File: src/rtl/watch_pkg.sv
// Shared definitions for the watch controller: mode encoding, field limits
// and a small wrap-around increment helper.
package watch_pkg;

  typedef enum logic [1:0] {
    MODE_RUN     = 2'd0,
    MODE_SET_HR  = 2'd1,
    MODE_SET_MIN = 2'd2
  } mode_t;

  localparam logic [5:0] HOURS_MAX   = 6'd23;
  localparam logic [5:0] MINUTES_MAX = 6'd59;
  localparam logic [5:0] SECONDS_MAX = 6'd59;

  // Increment a time field, returning to zero once it has reached its limit.
  function automatic logic [5:0] inc_wrap(input logic [5:0] value, input logic [5:0] max);
    return (value == max) ? 6'd0 : value + 6'd1;
  endfunction

endpackage

File: src/rtl/tick_gen.sv
// One-second prescaler: counts 0..CLK_HZ-1 and flags the terminal count.
// While clear is high the count is held at zero and no tick is produced.
module tick_gen #(
  parameter int CLK_HZ = 100000000
) (
  input  logic clk_in,
  input  logic rst,
  input  logic clear,
  output logic tick
);

  localparam int CW = $clog2(CLK_HZ);
  localparam logic [CW-1:0] LAST = CW'(CLK_HZ - 1);

  logic [CW-1:0] count_reg;

  // Free-running modulo-CLK_HZ counter, forced to zero by reset or clear.
  always_ff @(posedge clk_in) begin
    if (rst || clear) begin
      count_reg <= '0;
    end else if (count_reg == LAST) begin
      count_reg <= '0;
    end else begin
      count_reg <= count_reg + 1'b1;
    end
  end

  assign tick = (count_reg == LAST) && !clear;

endmodule

File: src/rtl/watch_ctrl.sv
// 24-hour watch controller: runs hh:mm:ss from a prescaled tick and lets
// the user set hours then minutes with a mode and an increment button.
module watch_ctrl
  import watch_pkg::*;
#(
  parameter int CLK_HZ = 100000000
) (
  input  logic       clk_in,
  input  logic       rst,
  input  logic       btn_mode,
  input  logic       btn_inc,
  output logic [4:0] hours,
  output logic [5:0] minutes,
  output logic [5:0] seconds,
  output logic [1:0] mode,
  output logic       sec_pulse,
  output logic       blink
);

  localparam int BW = $clog2(CLK_HZ);
  localparam logic [BW-1:0] BLINK_LAST = BW'(CLK_HZ / 4 - 1);

  mode_t         state_reg;
  mode_t         state_next;
  logic          mode_prev_reg;
  logic          inc_prev_reg;
  logic          mode_edge;
  logic          inc_edge;
  logic          inc_hr;
  logic          inc_min;
  logic          clear_sec;
  logic          tick;
  logic          presc_clear;
  logic [4:0]    hours_reg;
  logic [5:0]    minutes_reg;
  logic [5:0]    seconds_reg;
  logic          pulse_reg;
  logic [BW-1:0] blink_cnt_reg;
  logic          blink_reg;

  assign mode_edge   = btn_mode && !mode_prev_reg;
  assign inc_edge    = btn_inc && !inc_prev_reg;
  // The prescaler only runs in RUN, so leaving SET_MIN restarts it from zero.
  assign presc_clear = (state_reg != MODE_RUN);

  tick_gen #(
    .CLK_HZ(CLK_HZ)
  ) u_tick_gen (
    .clk_in(clk_in),
    .rst   (rst),
    .clear (presc_clear),
    .tick  (tick)
  );

  // Previous button samples; preset to 1 so a button held through reset is not an edge.
  always_ff @(posedge clk_in) begin
    if (rst) begin
      mode_prev_reg <= 1'b1;
      inc_prev_reg  <= 1'b1;
    end else begin
      mode_prev_reg <= btn_mode;
      inc_prev_reg  <= btn_inc;
    end
  end

  // Mode state register.
  always_ff @(posedge clk_in) begin
    if (rst) begin
      state_reg <= MODE_RUN;
    end else begin
      state_reg <= state_next;
    end
  end

  // Next mode and per-field edit strobes; a mode edge swallows a coincident increment.
  always_comb begin
    state_next = state_reg;
    inc_hr     = 1'b0;
    inc_min    = 1'b0;
    clear_sec  = 1'b0;
    case (state_reg)
      MODE_RUN: begin
        if (mode_edge) state_next = MODE_SET_HR;
      end
      MODE_SET_HR: begin
        if (mode_edge) state_next = MODE_SET_MIN;
        else if (inc_edge) inc_hr = 1'b1;
      end
      MODE_SET_MIN: begin
        if (mode_edge) begin
          state_next = MODE_RUN;
          clear_sec  = 1'b1;
        end else if (inc_edge) begin
          inc_min = 1'b1;
        end
      end
      default: state_next = MODE_RUN;
    endcase
  end

  // Time-of-day fields: tick-driven carry chain in RUN, single-field edits in SET.
  always_ff @(posedge clk_in) begin
    if (rst) begin
      hours_reg   <= '0;
      minutes_reg <= '0;
      seconds_reg <= '0;
    end else begin
      if (tick) begin
        seconds_reg <= inc_wrap(seconds_reg, SECONDS_MAX);
        if (seconds_reg == SECONDS_MAX) begin
          minutes_reg <= inc_wrap(minutes_reg, MINUTES_MAX);
          if (minutes_reg == MINUTES_MAX) begin
            hours_reg <= 5'(inc_wrap({1'b0, hours_reg}, HOURS_MAX));
          end
        end
      end
      if (inc_hr) begin
        hours_reg <= 5'(inc_wrap({1'b0, hours_reg}, HOURS_MAX));
      end
      if (inc_min) begin
        minutes_reg <= inc_wrap(minutes_reg, MINUTES_MAX);
      end
      if (clear_sec) begin
        seconds_reg <= '0;
      end
    end
  end

  // Seconds strobe, aligned with the cycle the new seconds value appears.
  always_ff @(posedge clk_in) begin
    if (rst) begin
      pulse_reg <= 1'b0;
    end else begin
      pulse_reg <= tick;
    end
  end

  // Blink generator: restarts low on every mode change, toggles each quarter second in SET.
  always_ff @(posedge clk_in) begin
    if (rst || (state_next == MODE_RUN) || (state_next != state_reg)) begin
      blink_cnt_reg <= '0;
      blink_reg     <= 1'b0;
    end else if (blink_cnt_reg == BLINK_LAST) begin
      blink_cnt_reg <= '0;
      blink_reg     <= ~blink_reg;
    end else begin
      blink_cnt_reg <= blink_cnt_reg + 1'b1;
    end
  end

  assign hours     = hours_reg;
  assign minutes   = minutes_reg;
  assign seconds   = seconds_reg;
  assign mode      = state_reg;
  assign sec_pulse = pulse_reg;
  assign blink     = blink_reg;

endmodule
File: config.mk
export PLATFORM = sky130hd
export DESIGN_NAME = watch_ctrl
export DESIGN_NICKNAME = d
export VERILOG_FILES = /design/src/rtl/watch_pkg.sv /design/src/rtl/tick_gen.sv /design/src/rtl/watch_ctrl.sv
export SDC_FILE = /design/constraint.sdc
export NUM_CORES = 1
export LEC_CHECK = 0
export BUFFER_PORTS_ARGS = -buffer_cell sky130_fd_sc_hd__buf_4
export CORE_MARGIN = 2
export CORE_UTILIZATION = 30
export DETAILED_ROUTE_END_ITERATION = 8
export HOLD_SLACK_MARGIN = 0.12
export PLACE_DENSITY = 0.53
export RECOVER_POWER = 25
export SYNTH_ARGS = -nofsm -noshare
export SYNTH_HDL_FRONTEND = slang
export SYNTH_HIERARCHICAL = 1
export SYNTH_SLANG_ARGS = --single-unit
File: constraint.sdc
create_clock -name clk_in -period 6.9 [get_ports clk_in]
set_clock_uncertainty 0.1 [all_clocks]
set_input_delay 0 -clock clk_in [delete_from_list [all_inputs] [get_ports clk_in]]
set_output_delay 0 -clock clk_in [all_outputs]
set_load 0.02 [all_outputs]
==> impl_metrics.toml <==
[status]
run_status = "complete, no violations"

[setup_path]
max_stage_delay_ps = 560
critical_path.reg2reg.endpoint = "hours[4]"
cp-end-kind = "flop"
critical_path.max_fanout = 10
worst-r2r-cell-count = 9
launching_element_type_of_the_critical_path = "flop"
worst-endpoint-required_ps = 7060
crit_arrival_ps = 3390
r2r_setup_slack_ps = 3680
critPathSlowestCell = "sky130_fd_sc_hd__or4b_1"
origin_of_the_critical_flop_to_flop_path = "u_tick_gen/count_reg[9]"
class_of_the_most_critical_setup_path = "flop to flop"
path_cells = "or4b_1 > nor3_1 > nand4b_1 > nor2_1 > nand2_1 > nor4_4 > a22oi_4 > or4b_1 > a21oi_1"
crit_top_cell = "sky130_fd_sc_hd__or4b_1"

[clock_tree]
cts.sink_count = 77
htree_num_levels = 3
cts_tree = "yes"
cts.repair.resized = 0
root_buffer = "sky130_fd_sc_hd__clkbuf_16"
clock_path_buffers = 2
insertion_delay_ps = 330
post-cts-setup-buffers = 0
cts_buffers = 9
clkTransAtPathRegs_ps = 60

[drt]
route.detailed.wl_per_inst_um = 12.8
drt_drc_violations_left = 0
drt_pre_antenna_iters = 4
detail_route.vias_per_cell = 4.93
drt-initial-drc-count = 164
finalWirelength_mm = 7.34
dr_total_vias = 2821
residual_antenna_violating_net_count_after_detailed_routing = 0

[layout]
finalNetCount = 434
drive_gt1_share_pct = 8.62
area_growth_pct = 14.8
fillers = 1214
final_standard_cell_utilization_of_the_core_pct = 35.6
diodes = 0

[die]
die_x_um = 113
io-pin-count = 25
core_area_um2 = 11500
initial_utilization_pct = 31.0
num_rows = 39
die-height_um = 113
die-area_um2 = 12800

[hold_path]
hp-start = "u_tick_gen/count_reg[0]"
hold_class = "flop to flop"
hold-path-endpoint = "u_tick_gen/count_reg[0]"
worst_hold_path.num_cells = 1

[sta]
achievable-frequency_mhz = 310
final-hold-violation-count = 0
post-route-period-util_pct = 46.7
pins_over_their_slew_limit = 0
finalSetupTns_ps = 0
max_slew_margin_pct = 33.0
timing.final.setup_violations = 0
timing.final.crit_period_ps = 3220
setup_repair_after_global_routing_missed_its_margin = "no"
tightestPinTransition_ps = 1010
post-route-worst-setup-slack_ps = 3680

[synth]
ys_types = 48
synthCells = 399
mappedNetlistNets = 408
synth_top_area_share_pct = 43.1
biggest_area_consumer_among_synthesized_cells = "sky130_fd_sc_hd__dfxtp_1"
synth_seq_area_share_pct = 43.1
synth_edf_count = 0
synth-seq-cells = 77
syn_area_per_cell_um2 = 8.96
postSynth.topFlopCell = "sky130_fd_sc_hd__dfxtp_1"
asr_flop_ratio_synth_pct = 0
synth_area_leaders = "sky130_fd_sc_hd__dfxtp_1 (43%), sky130_fd_sc_hd__nor2_1 (6.6%), sky130_fd_sc_hd__xor2_1 (6.4%), sky130_fd_sc_hd__xnor2_1 (5.9%), sky130_fd_sc_hd__nand4_1 (4.0%)"
yosysWarningCount = 6
syn-cell-area_um2 = 3570

[place]
hpwl_mm = 5.14
buffer_ports.inserted = 24
replace_congestion = 0.800
post-place-ws_ps = 3710

[global_route]
global_route.overflow_total = 0
globalRouteTotalUtil_pct = 12.2
grt_max_degree = 28
grt_first_pass_wirelength_mm = 12.8
first_global_vias = 2779
antenna_found_initial = 0

[pwr]
total_power_per_unit_cell_area_nw_per_um2 = 225
power_leakage_uw = 0.00129
ir_drop_v = 0.000145

[run]
cap_viol_max_count = 0
[worst max-delay path by stage]
| stage | end | start | slack [ps] | cells past startpoint |
|---|---|---|---|---|
| 3_3_place_gp | hours[4] | u_tick_gen/count_reg[8] | 3790 | 9 |
| 2_1_floorplan | hours[4] | u_tick_gen/count_reg[9] | 4210 | 10 |
| 5_1_grt | hours[4] | u_tick_gen/count_reg[9] | 3450 | 9 |
| 6_report | hours[4] | u_tick_gen/count_reg[9] | 3680 | 9 |
| 3_5_place_dp | hours[4] | u_tick_gen/count_reg[9] | 3710 | 9 |
| 4_1_cts | hours[4] | u_tick_gen/count_reg[9] | 3700 | 9 |
[layer usage]
metal  track usage (%)  part of all wire, %
met5                 0                    0
met4              4.63                  1.5
met3              3.86                  2.4
met2              19.8                   45
met1              15.1                   51
[worst max-delay path: cells and delay by family, from the launching register on]
family,cells,cell delay (ps)
flip-flops,1,360
AO/OA/AOI/OAI,2,300
AND/OR/NAND/NOR,7,2410
[power breakdown]
part / internal (uW) / leakage, uW / switching [uW]
registers: 448 / 0.000621 / 2.89
clock network: 276 / 0.000138 / 175
logic: 8.35 / 0.000534 / 13.5
[cell type report]
cell class / instances / area (um2) / area share, %
well taps: 143 / 179 / 4.36
flip-flops and latches: 77 / 1540 / 37.6
clock inverters: 5 / 52.6 / 1.28
inverters: 7 / 26.3 / 0.640
repair buffers: 29 / 151 / 3.69
multi-input cells: 301 / 1920 / 46.9
clock buffers: 10 / 229 / 5.58
[synth_stat cells, types with 7 or more instances]
library cell               instances
sky130_fd_sc_hd__dfxtp_1          77
sky130_fd_sc_hd__nor2_1           63
sky130_fd_sc_hd__xor2_1           26
sky130_fd_sc_hd__xnor2_1          24
sky130_fd_sc_hd__nand2_1          23
sky130_fd_sc_hd__nand4_1          23
sky130_fd_sc_hd__a21oi_1          18
sky130_fd_sc_hd__nand3_1          17
sky130_fd_sc_hd__o21ai_0          13
sky130_fd_sc_hd__and3_1            8
sky130_fd_sc_hd__nor3_1            8
sky130_fd_sc_hd__clkbuf_1          7
sky130_fd_sc_hd__inv_1             7
sky130_fd_sc_hd__or3_1             7
sky130_fd_sc_hd__or4_1             7
[cells by family after synthesis]
group,synth area share (%)
simple gates,31.2
flops,43.1
fa+ha+maj,1.75
buf+inv,3.05
mux,0.560
xor+xnor,12.3
compound gates,8.09
[cells in the final DEF, fill, tap and decap left out, drive strengths merged, types with 3 or more instances in the layout]
cell type,n
and3,9
nor3,8
ha,5
o31ai,7
or2,4
nand2,24
xor2,26
nor4,8
or3,7
nor2b,4
o21ai,13
dlygate4sd3,5
nor2,65
clkinv,3
or4,9
or4b,3
a21oi,18
inv,7
clkbuf,32
xnor2,24
nand3,18
dfxtp,77
nand4,23
and4,7
[stage by stage]
stage	hold WS (ps)	power [uW]	area, um2	cells
final	364	924	4100	572
after global routing	402	961	4100	572
after CTS	374	940	4180	572
after detailed placement	98.9	481	3850	552
after global placement	94.9	481	3850	552
after floorplan	-28.4	477	3570	399
[repair_timing]
| item | in CTS | in global routing |
|---|---|---|
| endpoints found under the hold margin | 20 | 0 |
| hold buffers | 5 | 0 |
| endpoints found under the setup margin | 0 | 0 |
No activity file was read; power rests on OpenSTA's default activity.
